`config.mk`:
```
export PLATFORM = sky130hd
export DESIGN_NAME = arb412
export DESIGN_NICKNAME = d
export VERILOG_FILES = /design/src/rtl/arb412_pkg.sv /design/src/rtl/arb412_rr_pick4.sv /design/src/rtl/arb412.sv
export SDC_FILE = /design/constraint.sdc
export NUM_CORES = 1
export LEC_CHECK = 0
export CAP_MARGIN = 20
export CORE_MARGIN = 2
export CORE_UTILIZATION = 30
export CTS_CLUSTER_SIZE = 30
export DETAILED_ROUTE_END_ITERATION = 16
export PLACE_DENSITY = 0.7
export SLEW_MARGIN = 25
export SYNTH_ARGS = -nofsm -noshare
export SYNTH_HDL_FRONTEND = slang
export SYNTH_SLANG_ARGS = --single-unit
```
`constraint.sdc`:
```
create_clock -name clk -period 5 [get_ports clk]
set_clock_uncertainty 0.2 [all_clocks]
set_input_delay 1.25 -clock clk [delete_from_list [all_inputs] [get_ports clk]]
set_output_delay 1.25 -clock clk [all_outputs]
set_load 0.01 [all_outputs]
```
`src/rtl/arb412_pkg.sv`:
```
// Shared types and constants for the arb412 four-way round-robin arbiter.
package arb412_pkg;
    localparam int WIDTH_DEF = 12;
    localparam int N_REQ     = 4;

    typedef logic [1:0] idx_t;

    function automatic logic [N_REQ-1:0] onehot4(input idx_t idx);
        return 4'b0001 << idx;
    endfunction
endpackage

```
`src/rtl/arb412_rr_pick4.sv`:
```
// Round-robin pick: first set bit of e_i scanning ptr, ptr+1, ptr+2, ptr+3 (mod 4).
module rr_pick4
    import arb412_pkg::*;
(
    input  logic [N_REQ-1:0] e_i,
    input  idx_t             ptr_i,
    output logic [N_REQ-1:0] win_o,
    output idx_t             idx_o,
    output logic             any_o
);
    idx_t cand;

    always_comb begin
        idx_o = ptr_i;
        any_o = 1'b0;
        cand  = ptr_i;
        // Walk from the farthest offset down so the nearest eligible slot wins last.
        for (int k = N_REQ - 1; k >= 0; k--) begin
            cand = ptr_i + idx_t'(k);
            if (e_i[cand]) begin
                idx_o = cand;
                any_o = 1'b1;
            end
        end
        win_o = any_o ? onehot4(idx_o) : '0;
    end
endmodule

```
`src/rtl/arb412.sv`:
```
// Four-requester round-robin arbiter with a single registered output word
// (y/s/valid) and valid/ready handshake downstream.
module arb412
    import arb412_pkg::*;
#(
    parameter int WIDTH = WIDTH_DEF
) (
    input  logic             clk,
    input  logic             reset,
    input  logic [3:0]       req,
    input  logic [3:0]       mask,
    input  logic [WIDTH-1:0] d0,
    input  logic [WIDTH-1:0] d1,
    input  logic [WIDTH-1:0] d2,
    input  logic [WIDTH-1:0] d3,
    output logic [3:0]       gnt,
    output logic [WIDTH-1:0] y,
    output logic [1:0]       s,
    output logic             valid,
    input  logic             ready
);
    logic [WIDTH-1:0] y_q, y_d;
    idx_t             s_q, s_d;
    idx_t             ptr_q, ptr_d;
    logic             valid_q, valid_d;
    logic             armed_q;

    logic [3:0] elig;
    logic [3:0] win;
    idx_t       win_idx;
    logic       any;
    logic       load;
    logic [WIDTH-1:0] mux_data;

    assign elig = req & mask;

    rr_pick4 u_pick (
        .e_i   (elig),
        .ptr_i (ptr_q),
        .win_o (win),
        .idx_o (win_idx),
        .any_o (any)
    );

    // armed_q keeps gnt quiet between reset release and the first clock edge.
    assign load = armed_q & any & (~valid_q | ready);
    assign gnt  = load ? win : 4'b0000;

    always_comb begin
        case (win_idx)
            2'd0:    mux_data = d0;
            2'd1:    mux_data = d1;
            2'd2:    mux_data = d2;
            default: mux_data = d3;
        endcase
    end

    always_comb begin
        y_d     = y_q;
        s_d     = s_q;
        ptr_d   = ptr_q;
        valid_d = valid_q;
        if (load) begin
            y_d     = mux_data;
            s_d     = win_idx;
            ptr_d   = win_idx + 2'd1;
            valid_d = 1'b1;
        end else if (valid_q && ready) begin
            valid_d = 1'b0;
        end
    end

    always_ff @(posedge clk or posedge reset) begin
        if (reset) begin
            y_q     <= '0;
            s_q     <= 2'd0;
            ptr_q   <= 2'd0;
            valid_q <= 1'b0;
            armed_q <= 1'b0;
        end else begin
            y_q     <= y_d;
            s_q     <= s_d;
            ptr_q   <= ptr_d;
            valid_q <= valid_d;
            armed_q <= 1'b1;
        end
    end

    assign y     = y_q;
    assign s     = s_q;
    assign valid = valid_q;
endmodule

```
* Yosys cells after proc, flatten, opt, wreduce, memory -nomap -nowiden
Index checks and enable logic that the tools add are counted.
** Storage, ports and cells
- Register bits after elaboration :: 18
- Input port bits :: 59
- Output and inout port bits :: 19
- Word-level logic and storage cells :: 45
** Cells by class
- Add/sub/neg operators :: 4
- Order comparisons :: 4
- Equality and inequality tests :: 2
- Shift operators :: 1
- Muxes and demuxes :: 21
- Bitwise operators :: 5
- Reductions and logical operators :: 3
** Operators by type and width (number)
- $pmux W12 S3 :: 1
- $lt A2 B3 Y1 const B :: 4
- $mux W1 :: 10
- $bmux W1 S2 :: 4
- $mux W2 :: 4
- $mux W4 :: 2
- $add A2 B1 Y2 const B :: 2
- $add A2 B2 Y2 const B :: 2
- $and A4 B4 Y4 :: 1
- $shl A1 B2 Y4 const A :: 1
- $and A1 B1 Y1 :: 2
- $eq A2 B1 Y1 const B :: 1
- $eq A2 B2 Y1 const B :: 1
- $logic_not A2 Y1 :: 1
- $reduce_bool A2 Y1 :: 1
- $logic_and A1 B1 Y1 :: 1
- $not A1 Y1 :: 1
- $or A1 B1 Y1 :: 1

* Depth between registers and ports, before layout
- Depth in word-level cells :: 10
- Gate-level depth with buffers :: 7
- Mapped depth without buffers :: 5

* By module
Synthesis repeated with hierarchy kept, for this count alone.
** Unflattened totals
- Cell total of the unflattened synthesis :: 128
- Area total of the unflattened synthesis :: 1325.0 µm²
** By module, submodules not included
- arb412 :: instances 1, cells each 99, area each 1149.9 µm², seq. area each 450.4 µm²
- rr_pick4 :: instances 1, cells each 29, area each 175.2 µm², seq. area each 0.0 µm²

* Worst setup path before layout
OpenSTA, ideal clock, no wires.
- Kind :: input port to output port
- Start :: in req[0]
- End :: out gnt[2]
- Arrival time :: 2.250 ns
- Required time :: 3.550 ns
- Setup slack :: 1.300 ns
- Stages :: 7
- Buffers on the path :: 2
- Cells stage by stage :: nand2_1 nand3_1 a32oi_2 buf_6 buf_12 nand2_1 nor2_1
** On the way
- Word-level cells in the longest chain between the ends :: 10
- Elaborated cells between the ends (all ways) :: 22
- Classes of those cells :: 1 x shift; 18 x mux; 3 x bitwise
** Ends and longest elaborated chain
- from (decl) :: RTL line arb412.sv:10 : input logic [3:0] req,
- $and A4 B4 Y4 * :: RTL line arb412.sv:35 : assign elig = req & mask;
- $bmux W1 S2 :: RTL line arb412_rr_pick4.sv:20 : if (e_i[cand]) begin
- $mux W1 (not written as such) :: RTL line arb412_rr_pick4.sv:20
- $mux W2 or $mux W1 (tied branches) (4 in series) :: RTL line arb412_rr_pick4.sv:20
- $shl A1 B2 Y4 or $and A1 B1 Y1 (tied branches) :: RTL line arb412_pkg.sv:9, arb412.sv:46
- $mux W4 or $and A1 B1 Y1 (tied branches) :: RTL line arb412_rr_pick4.sv:25, arb412.sv:46
- $mux W4 * :: RTL line arb412.sv:47 : assign gnt = load ? win : 4'b0000;
- to (decl) :: RTL line arb412.sv:16 : output logic [3:0] gnt,
Mark *: on every way between the ends. The rest lies on a longest branch, timed or not. The select of a mux whose other input is x is not followed.

* Worst setup path after layout
- Start :: in req[3]
- End :: out gnt[1]
Same word-level chain as after synthesis.

==> impl_metrics.ini <==
[sta]
worst_pin_slew_ns = 0.678
rsz0062_at_grt = false
achievable-frequency_mhz = 217
final-hold-violation-count = 0
finalCritPeriodShare_pct = 92.0
finalMaxSlewViolations = 0
timing.slew.headroom_pct = 54.8
report.final.setup_viol = 0
setup_tns_ns = 0
final_period_minus_worst_setup_slack_ns = 4.60

[drt]
postRouteAntennaNets = 0
first_iter_violations = 18
detailedRoute.firstPassIterationCount = 3
vias = 1160
remaining_drc_errors = 0
routed_wirelength_um = 3180
routed_via_density = 4.87
wl_per_cell_um = 13.4

[setup_path]
reg2reg_from = ptr_q[1]$_DFFE_PP0P_
setup.worst_path.start_class = primary input
worstSetupEndpointType = output pin
required_ns = 3.55
worstSetupPathType = in2out
crit_start = req[3]
worst_ep_arrival_time_ns = 3.15
crit_path_most_repeated_cell = sky130_fd_sc_hd__clkdlybuf4s50_1
worst_path_dominant_cell_family = buffers and inverters
crit_path_top_delay_cell = sky130_fd_sc_hd__clkdlybuf4s50_1
stage_delay_of_the_slowest_cell_on_the_critical_path_ns = 0.59
path_buf_inv = 2
critPathMaxFanout = 7
timing.critical_path.cells = clkdlybuf4s50_1, and2_1, o221ai_1, a21oi_4, nor3b_1, clkdlybuf4s50_1

[synthesis]
synthesized_area_fraction_occupied_by_ao_oa_aoi_and_oai_cells_pct = 19.9
synth_top_family_by_area = multiplexers
postSynthCellCount = 114
synth_edf_count = 0
post_synth.cell_area_avg_um2 = 10.5
ys.warnings.count = 0
yosys.area_share.xor_xnor_pct = 0.733
synthAdderAreaFrac_pct = 0
synth_flop_cell = sky130_fd_sc_hd__dfrtp_1
synth-simple-area-share_pct = 14.7
number_of_register_bits_inferred_by_synthesis = 18
yosys.cell_types.count = 29
synth-seq-area-share_pct = 37.7
synth_area_um2 = 1190
muxShareOfSynthArea_pct = 20.1
syn-num-nets = 173
ys_async_sr_fraction_pct = 100

[global_route]
grt_start_max_net_pins = 19
grt_use_total_pct = 15.3
first_global_vias = 1126
gr-usage-met1_pct = 19.5
met3_usage_grt_pct = 5.07
gr-usage-met2_pct = 24.4
most_heavily_used_metal_layer_in_global_routing = met2
grt_overflow = 0
grt_antenna_before_repair = 0
grt_first_pass_wirelength_um = 5220

[final_layout]
mostFrequentLayoutCell = sky130_fd_sc_hd__clkdlybuf4s50_1
multi_input_area_um2 = 666
layout.filler_cells = 335
post_layout_nonfiller_instances = 238
mostFrequentLayoutCells = sky130_fd_sc_hd__clkdlybuf4s50_1, sky130_fd_sc_hd__mux2i_1, sky130_fd_sc_hd__nand2_1, sky130_fd_sc_hd__dfrtp_1, sky130_fd_sc_hd__o221ai_1
layout.nets = 251
final-seq-area_um2 = 450
area.growth.synth_to_final_pct = 69.2
diode_insertion_count_for_antenna_repair = 0
layout-drive-gt1-share_pct = 8.42

[floorplanning]
ioPinCount = 78
die_ht_um = 67.1
die_area_um2 = 4500
chipWidth_um = 67.1
std_cell_rows = 22
fp.coreArea_um2 = 3740
initial_utilization_pct = 31.9

[placement]
port-buffer-count = 77
placed_cells_incl_taps = 235
gp_congestion = 0.770
dpl.hpwl_um = 2580

[power_and_ir_drop]
post-layout-total-power_uw = 789
pwr_density_cell_nw_per_um2 = 390
power_frac_comb_pct = 55.8
reported_net_switching_power_uw = 277
max-vdd-ir-drop_uv = 189
pwr-share-seq_pct = 32.0
internal_portion_of_total_power_uw = 513
total_leakage_power_uw = 0.000843
clock_power_share_pct = 12.2
sw_frac_of_total_pct = 35.1

[clocking]
tritoncts = done
cts_hold_buf = 0
clock-root-buffer = sky130_fd_sc_hd__clkbuf_8
cts_sinks = 18
ctsLongestPathBuffers = 2
post-cts-setup-buffers = 0
cts_buffers = 3
cts_htree_levels = 1
postCtsResizedCells = 0
worst_skew_pair.late_latency_ns = 0.24
clk_transition_reported_paths_ns = 0.07

[outcome]
run_status = finished clean

[min_path]
timing.hold.worst.class = reg2reg
timing.hold.worst.start = s[0]$_DFFE_PP0P_

[flow_run]
max_cap_violations = 0
==> power groups by stage <==
stage               clock (uW)  combinational, uW  sequential (uW)
finish                    96.7                440              252
global route               108                480              260
CTS                        100                448              251
detailed placement           0                447              250
global placement             0                441              249
floorplan                    0                229              274
==> metal layers <==
| layer | up-vias | routed length (um) |
|---|---|---|
| li1 | 571 | - |
| met1 | 540 | 1340 |
| met2 | 47 | 1530 |
| met3 | 2 | 283 |
| met4 | 0 | 26 |
| met5 | - | 0 |
==> worst reg2reg max path, cell delays in order (launching register included) <==
cell and delay [ns]:
sky130_fd_sc_hd__dfrtp_1 0.43, sky130_fd_sc_hd__nor2b_1 0.14, sky130_fd_sc_hd__o21ai_1 0.09, sky130_fd_sc_hd__a32oi_2 0.34, sky130_fd_sc_hd__buf_4 0.33, sky130_fd_sc_hd__mux2i_1 0.29, sky130_fd_sc_hd__o221ai_2 0.11
==> synthesized netlist by cell type (all sizes together), types with 2 or more instances <==
master,count,share of area [%]
a22o,2,1.5
inv,3,0.94
o21ai,4,1.7
and2,2,1.0
buf,7,5.7
mux2i,24,20
o221ai,14,13
dfrtp,18,38
nand2,24,7.7
nand2b,3,2.2
==> kinds of logic (layout without fill, tap and decap cells) <==
family,Yosys count,after routing
flops,18,18
compound gates,24,24
buf+inv,10,86
other cells,1,1
simple gates,36,36
mux,24,24
xor+xnor,1,1
==> through the flow <==
stage,utilization [%],setup WS (ns),hold slack (ns),instance area [um^2]
after floorplan,-,1.30,0.254,1190
after global placement,52.9,0.372,0.264,1980
after detailed placement,52.9,0.390,0.271,1980
after CTS,54.0,0.372,0.294,2020
after global routing,54.0,0.237,0.314,2020
final,54.0,0.398,0.292,2020
==> final timing paths <==
kind                       slack (ns)  cells after the start                 to
min                              0.29                      2   s[0]$_DFFE_PP0P_
min reg2reg                      0.29                      2   s[0]$_DFFE_PP0P_
max in group asynchronous        2.95                      2  armed_q$_DFF_PP0_
max                              0.40                      6             gnt[1]
max reg2reg                      2.94                      6   y[9]$_DFFE_PP0P_
min in group asynchronous        1.21                      2   y[9]$_DFFE_PP0P_
==> state kept, by name, summed over array words and instances (netlist names) <==
signal and cells:
armed_q 1, y 12, ptr_q 2, s 2, valid 1
==> final cells by class <==
cell class              instances  area share [%]
repair buffers                 80            39.2
multi-input cells              86            32.9
flip-flops and latches         18            22.3
well taps                      48            2.97
clock buffers                   3            2.04
inverters                       3           0.557
Power figures use the tool's default switching activity.
